## src/rtl/rv64g_l2_line_xfer.sv

```systemverilog
// L2 line-transfer sequencer: refill beats into the data/tag arrays,
// and victim lines out of them as a registered valid/ready beat stream.
module rv64g_l2_line_xfer (
  input  logic        clk_i,
  input  logic        rst_i,
  input  logic        cmd_valid_i,
  output logic        cmd_ready_o,
  input  logic        cmd_op_i,
  input  logic [7:0]  cmd_index_i,
  input  logic [3:0]  cmd_way_i,
  input  logic [49:0] cmd_tag_i,
  input  logic        fill_valid_i,
  output logic        fill_ready_o,
  input  logic [63:0] fill_data_i,
  output logic        ev_valid_o,
  input  logic        ev_ready_i,
  output logic [63:0] ev_data_o,
  output logic        ev_last_o,
  output logic        done_o,
  output logic        busy_o,
  output logic [7:0]  arr_index_o,
  output logic [2:0]  arr_word_o,
  output logic [3:0]  arr_way_o,
  output logic        arr_data_we_o,
  output logic        arr_tag_we_o,
  output logic [7:0]  arr_be_o,
  output logic [63:0] arr_wdata_o,
  output logic [49:0] arr_tag_o,
  input  logic [63:0] arr_rdata_i
);

  typedef enum logic [1:0] {
    S_IDLE,
    S_FILL,
    S_FILL_TAG,
    S_EVICT
  } state_e;

  state_e      state_q, state_d;
  logic [7:0]  index_q, index_d;
  logic [3:0]  way_q, way_d;
  logic [49:0] tag_q, tag_d;
  logic [2:0]  wr_cnt_q, wr_cnt_d;
  logic [3:0]  rd_cnt_q, rd_cnt_d;
  logic [2:0]  out_cnt_q, out_cnt_d;
  logic        ev_valid_q, ev_valid_d;
  logic [63:0] ev_data_q, ev_data_d;

  logic st_idle, st_fill, st_tag, st_evict;
  logic pop, capture;

  assign st_idle  = (state_q == S_IDLE);
  assign st_fill  = (state_q == S_FILL);
  assign st_tag   = (state_q == S_FILL_TAG);
  assign st_evict = (state_q == S_EVICT);

  assign pop     = ev_valid_q & ev_ready_i;
  // Output register refills while empty or being drained this cycle.
  assign capture = st_evict & ~rd_cnt_q[3] & (~ev_valid_q | ev_ready_i);

  always_comb begin
    state_d    = state_q;
    index_d    = index_q;
    way_d      = way_q;
    tag_d      = tag_q;
    wr_cnt_d   = wr_cnt_q;
    rd_cnt_d   = rd_cnt_q;
    out_cnt_d  = out_cnt_q;
    ev_valid_d = ev_valid_q;
    ev_data_d  = ev_data_q;
    unique case (state_q)
      S_IDLE: begin
        if (cmd_valid_i) begin
          index_d   = cmd_index_i;
          way_d     = cmd_way_i;
          tag_d     = cmd_tag_i;
          wr_cnt_d  = 3'd0;
          rd_cnt_d  = 4'd0;
          out_cnt_d = 3'd0;
          state_d   = cmd_op_i ? S_EVICT : S_FILL;
        end
      end
      S_FILL: begin
        if (fill_valid_i) begin
          wr_cnt_d = wr_cnt_q + 3'd1;
          if (wr_cnt_q == 3'd7) state_d = S_FILL_TAG;
        end
      end
      S_FILL_TAG: begin
        state_d = S_IDLE;
      end
      S_EVICT: begin
        if (capture) begin
          ev_data_d  = arr_rdata_i;
          rd_cnt_d   = rd_cnt_q + 4'd1;
          ev_valid_d = 1'b1;
        end else if (pop) begin
          ev_valid_d = 1'b0;
        end
        if (pop) begin
          out_cnt_d = out_cnt_q + 3'd1;
          if (out_cnt_q == 3'd7) state_d = S_IDLE;
        end
      end
      default: state_d = S_IDLE;
    endcase
  end

  always_ff @(posedge clk_i) begin
    if (rst_i) begin
      state_q    <= S_IDLE;
      index_q    <= '0;
      way_q      <= '0;
      tag_q      <= '0;
      wr_cnt_q   <= '0;
      rd_cnt_q   <= '0;
      out_cnt_q  <= '0;
      ev_valid_q <= 1'b0;
      ev_data_q  <= '0;
    end else begin
      state_q    <= state_d;
      index_q    <= index_d;
      way_q      <= way_d;
      tag_q      <= tag_d;
      wr_cnt_q   <= wr_cnt_d;
      rd_cnt_q   <= rd_cnt_d;
      out_cnt_q  <= out_cnt_d;
      ev_valid_q <= ev_valid_d;
      ev_data_q  <= ev_data_d;
    end
  end

  assign cmd_ready_o   = st_idle;
  assign busy_o        = ~st_idle;
  assign fill_ready_o  = st_fill;
  assign ev_valid_o    = ev_valid_q;
  assign ev_data_o     = ev_data_q;
  assign ev_last_o     = ev_valid_q & (out_cnt_q == 3'd7);
  assign done_o        = st_tag | (st_evict & pop & (out_cnt_q == 3'd7));
  assign arr_index_o   = index_q;
  assign arr_way_o     = way_q;
  assign arr_tag_o     = tag_q;
  assign arr_word_o    = st_evict ? rd_cnt_q[2:0] : wr_cnt_q;
  assign arr_data_we_o = st_fill & fill_valid_i;
  assign arr_tag_we_o  = st_tag;
  assign arr_be_o      = {8{arr_data_we_o}};
  assign arr_wdata_o   = fill_data_i;

endmodule
```

## config.mk

```make
export PLATFORM = sky130hd
export DESIGN_NAME = rv64g_l2_line_xfer
export DESIGN_NICKNAME = d
export VERILOG_FILES = /design/src/rtl/rv64g_l2_line_xfer.sv
export SDC_FILE = /design/constraint.sdc
export NUM_CORES = 1
export LEC_CHECK = 0
export CORE_AREA = 2 2 158 160
export DETAILED_ROUTE_END_ITERATION = 8
export DIE_AREA = 0 0 160 162
export PLACE_DENSITY = 0.63
export SYNTH_ARGS = -nofsm -noshare
export SYNTH_HDL_FRONTEND = slang
export SYNTH_SLANG_ARGS = --single-unit
```

## constraint.sdc

```tcl
create_clock -name clk_i -period 1.7 [get_ports clk_i]
set_input_delay 0.34 -clock clk_i [delete_from_list [all_inputs] [get_ports clk_i]]
set_output_delay 0.34 -clock clk_i [all_outputs]
set_load 0.02 [all_outputs]
```

==> flow_summary.toml, run 1 <==
[run_status]
outcome = "finished with violations"
violations = "negative setup slack"

[critical_path]
end_kind = "output port"
path_class = "reg2out"
startpoint_type = "flop"
arrival_ns = 1.36
path_max_fanout = 3
cp_cell_sequence = "ha_4 -> ha_4 -> a21o_1 -> buf_6"
worst_ep_required_time_ns = 1.36
reg2reg_from = "state_q[0]"
slowest_delay_ns = 0.36
worst_path_max_delay_cell = "dfxtp_4"
crit_buf_inv = 1
crit_path_frequent_cell = "ha_4"
critPathTopFamily = "flip-flops"
cp-startpoint = "out_cnt_q[0]"

[grt]
grt_pass1_vias = 5618
use_met1_pct = 15.5
grt-busiest-layer = "met2"
antenna_found_initial = 0
gr-usage-met3_pct = 7.05
grtUsageMet2_pct = 25.3
grt_pass1_wl_um = 30000
gr-total-overflow = 0
grt_max_degree = 68
grt_usage_pct = 14.6

[detailed_routing]
num_vias = 5682
first_pass_iters = 4
drt_iter0_markers = 374
wire_per_inst_um = 15.8
detail-route-antenna-nets = 0
viasPerCell = 4.49
route.detailed.drc = 0
drt_wl_total_um = 20000

[clock_tree]
h-tree-depth = 4
cts.clk_slew.worst_paths_ns = 0.06
cts_num_sinks = 139
cts_tree = "built"
hold_buffers = 0
clockBufferDepth = 2
clock_latency_ns = 0.42
numCtsBuffers = 17
clock-root-buffer = "clkbuf_16"

[sta]
worst_pin_slew_ns = 0.329
layout_worst_path_cycle_share_pct = 100
holdWs_ns = 0.147
skew_ns = 0.0100
fmaxAchievable_mhz = 587
tns_ns = -0.00232
layout_setup_ws_ns = -0.00232
post-route-min-period_ns = 1.70
slew_headroom_pct = 78.0
drv_slew = 0
rsz0062_at_grt = "true"
setup_viol = 1
finalHoldViolations = 0

[die]
design.portCount = 405
design.core.area_sq_um = 24100
dieArea_sq_um = 25900
die_w_um = 160
initial_core_util_pct = 24.2
dieHeight_um = 162
rows = 57

[hold_path]
hp-class = "in2reg"
hp-start = "rst_i"

[finish]
syn_to_final_growth_pct = 58.7
drive_gt1_share_pct = 13.0
nets = 1131
layout_commonest_cell = "a21oi_1"
multi_input_area_sq_um = 2270
ff_latch_area_sq_um = 2800
stdcell_count = 1266
n_antenna_cell = 0
final_cell_mix = "136 x a21oi_1, 135 x dfxtp_1, 130 x clkdlybuf4s50_1"
final_core_utilization_pct = 38.4
fill_cells = 2537

[place]
placed_cells = 1229
place_congestion = 0.747
preCtsSetupSlack_ns = -0.464
hpwl_um = 13700
port_buffers = 276

[power_and_ir_drop]
power_density_nw_per_um2 = 922
vdd_drop_max_mv = 0.506
leakagePower_nw = 4.00
p_comb_share_pct = 14.6
power_frac_clock_pct = 45.1
switching_power_mw = 2.19
p_int_mw = 6.34
seqPwrFrac_pct = 40.3
swShare_pct = 25.6

[yosys]
syn_area_per_cell_sq_um = 8.10
synthCells = 719
yosysSeqAreaShare_pct = 47.8
synth_fp_nets = 920
synth_area_leader_cell = "dfxtp_1"
synth.cell_area_sq_um = 5830
synth_top_area_share_pct = 47.8
synth.area.top_cells = "dfxtp_1 48%, a21oi_1 12%, buf_4 9.9%, nand2_1 8.2%, nand3_1 6.1%"
ys_warn_count = 0
synth_cell_type_count = 34
synth-seq-cells = 139

[job]
max_cap_violations = 0
## synthesized netlist by cell type
library cell	count
a31oi_1	1
a21o_1	3
inv_1	3
buf_2	25
nor2b_1	1
and2b_1	1
nand2_1	127
nand3b_1	3
and3b_1	1
o21ai_0	64
and2_1	1
a22oi_1	1
and3_1	1
nand4_1	3
o211ai_1	2
a32oi_1	1
nand2b_1	4
buf_4	77
nand4b_1	3
mux2_2	3
clkbuf_2	3
nor2_1	4
clkbuf_1	28
and4_1	1
o211ai_2	1
ha_1	5
nor3b_1	1
mux2i_1	1
or3b_1	1
buf_6	2
a21oi_1	136
nand3_1	71
or3_1	1
dfxtp_1	139
## logic make-up (layout without fill, tap and decap cells)
group           Yosys count  count (layout)  share of synthesized area (%)
compound gates          209             209                           18.4
fa+ha+maj                 5               5                           1.07
buf+inv                 138             361                           14.7
flops                   139             139                           47.8
mux                       4               4                          0.752
simple gates            224             224                           17.3
## through the flow
stage / power (mW) / instance area, sq um
detailed placement: 4.79 / 8620
CTS: 8.64 / 9080
global placement: 4.79 / 8620
finish: 8.53 / 9250
floorplan: 4.25 / 5830
global route: 8.93 / 9250
## power by group through the flow
stage,logic [mW],clock network [mW],registers (mW)
3_3_place_gp,1.28,0,3.51
3_5_place_dp,1.28,0,3.51
4_1_cts,1.21,3.99,3.44
2_1_floorplan,0.602,0,3.65
5_1_grt,1.34,4.14,3.45
6_report,1.24,3.85,3.44
## worst reg2reg max path, stage by stage (launching register included)
cell	delay (ns)
dfxtp_4	0.37
buf_4	0.15
buf_6	0.14
or3b_4	0.49
buf_16	0.22
nand2_1	0.09
a21oi_1	0.06
## path summary, 6_finish.rpt
kind                   end  slack (ns)  depth (start not counted)
min reg2reg  arr_tag_o[25]        0.45                          2
min             state_q[1]        0.15                          2
max reg2reg  arr_tag_o[24]        0.06                          6
max                 done_o      -0.002                          4
## registers in the layout, summed over array words and instances, names as in the netlist
name         cells
wr_cnt_q         3
arr_index_o      8
state_q          2
ev_data_o       64
arr_way_o        4
arr_tag_o       50
ev_valid_o       1
rd_cnt_q         4
out_cnt_q        3
## layout make-up
type | count | share of cell area [%]
Clock inverter | 12 | 1.79
Multi-Input combinational cell | 442 | 24.6
Sequential cell | 139 | 30.2
Tap cell | 324 | 4.38
Clock buffer | 19 | 4.68
Timing Repair Buffer | 327 | 34.2
Inverter | 3 | 0.122
## timing repair
action / 4_1_cts / 5_1_grt
pin swaps: 4 / 3
gates resized for setup: 218 / 26
buffers inserted: 2 / 1
gates cloned: 1 / 3
setup endpoints to repair: 204 / 23
## per-layer routing
| layer | vias to the layer above | wire length [um] |
|---|---|---|
| met5 | - | 0 |
| met4 | 0 | 402 |
| met3 | 32 | 2070 |
| met2 | 249 | 9670 |
| met1 | 2609 | 7820 |
| li1 | 2792 | - |
Power figures use the tool's default switching activity.
==> run 2, diff against run 1 <==
--- a/config.mk
+++ b/config.mk
@@ -9,6 +9,7 @@
 export DETAILED_ROUTE_END_ITERATION = 8
 export DIE_AREA = 0 0 160 162
 export PLACE_DENSITY = 0.63
+export SLEW_MARGIN = 10
 export SYNTH_ARGS = -nofsm -noshare
 export SYNTH_HDL_FRONTEND = slang
 export SYNTH_SLANG_ARGS = --single-unit
==> results of run 2 <==
The final DEF is identical to that of run 1; final timing and power are the same.
==> patch: new RTL, config.mk and constraints of run 1 <==
Encoding of `state_e`: now one-hot (4 bits for 4 states).
--- a/src/rtl/rv64g_l2_line_xfer.sv
+++ b/src/rtl/rv64g_l2_line_xfer.sv
@@ -29,11 +29,11 @@
   input  logic [63:0] arr_rdata_i
 );
 
-  typedef enum logic [1:0] {
-    S_IDLE,
-    S_FILL,
-    S_FILL_TAG,
-    S_EVICT
+  typedef enum logic [3:0] {
+    S_IDLE     = 4'b0001,
+    S_FILL     = 4'b0010,
+    S_FILL_TAG = 4'b0100,
+    S_EVICT    = 4'b1000
   } state_e;
 
   state_e      state_q, state_d;
Behaviour: same outputs for any inputs over 4 cycles, from zero or initial values and one cycle with rst_i high; so few cycles prove little.
==> patch against run 1 <==
The flow still finishes with violations (setup timing). Design area rose by 32%. Clock skew up 0.017 ns. Sequential cell count rose by 2. Routed wire length rose by 40%. Setup slack got worse by 0.31 ns. Synthesized cell count is 5.3% higher. Final cell count rose by 5.8%. Synthesized area rose by 9.2%. Largest cell class unchanged.
Power is not compared: it rests on default switching activity, and its combinational part moved more than twofold at a synthesized area within 25%.
==> patch: results <==
group,metric,value,unit
routing,viasPerCell,5.263,
cells_and_area,clkCellAreaFrac,4.712,%
cells_and_area,fillCellCount,2193,
cells_and_area,buffers,387,
routing,avgRoutedWirePerCell,20.78,µm
clocking,post_cts_resized,399,
synth,ys_top_cells_by_count,"dfxtp_1 (141), a21oi_1 (134), buf_4 (74)",
sta,slew_headroom,52.36,%
sta,setup_viol,159,
cells_and_area,drive_above_1_share,35.33,%
synth,synthAdderAreaFrac,0.9835,%
grt,grt_use_total,19.04,%
synth,synthCells,757,
synth,ys_ff_latch,141,
synth,synth.area.mux_share,0,%
sta,fin_ws,-0.3155,ns
synth,yosysSeqAreaShare,44.37,%
cells_and_area,area_delta_synth_final,91.19,%
synth,ys_top_cells_by_area,"dfxtp_1 (44%), a21oi_1 (11%), buf_4 (8.7%)",
status,status,"finished, violations left",
synth,synth_nets,958,
cells_and_area,buf_share,34.57,%
cells_and_area,multi_input_area,4119,µm²
synth,synth-compound-area-share,25.20,%
sta,clock_skew,0.02738,ns
setup_path,critPathLaunch,"state_q[2]$_SDFFE_PP0P_",
placement,dp.cells,1252,
cells_and_area,comb.multi_input.count,450,
clocking,postCtsSetupBuffers,14,
setup_path,critPathSlowestCell,"dfxtp_2",
status,violations,"setup timing",
setup_path,crit_fanout,5,
setup_path,critPathTopFamily,"buffers and inverters",
patch: cell count changes after synthesis, moves of 4 or more:
cell and delta:
buf_2 -4, clkbuf_1 +35, nand2_1 -119, nand3_1 -7, nand4_1 +65, o21ai_0 +4
o31ai_1 +69
patch: worst paths after layout:
path | to | slack [ns] | cells past startpoint
hold reg to reg | arr_way_o[3]$_SDFFE_PP0P_ | 0.46 | 2
hold / removal | ev_data_o[61]$_SDFFE_PP0P_ | 0.30 | 2
setup reg to reg | out_cnt_q[0]$_SDFFE_PP0P_ | -0.27 | 7
setup / recovery | arr_word_o[1] | -0.32 | 7
patch: worst register-to-register path: cells and delay by family, from the launching register on:
family | cells | cell delay, ns
and+or+nand+nor | 2 | 0.89
buffers and inverters | 4 | 0.56
DFF | 1 | 0.32
AOI/OAI and AO/OA | 1 | 0.13
patch: layer usage:
metal	GRT usage (%)	routed length [µm]
met1	22.54	11080
met2	32.17	13850
met4	7.248	848
met5	0	13
met3	6.256	2050
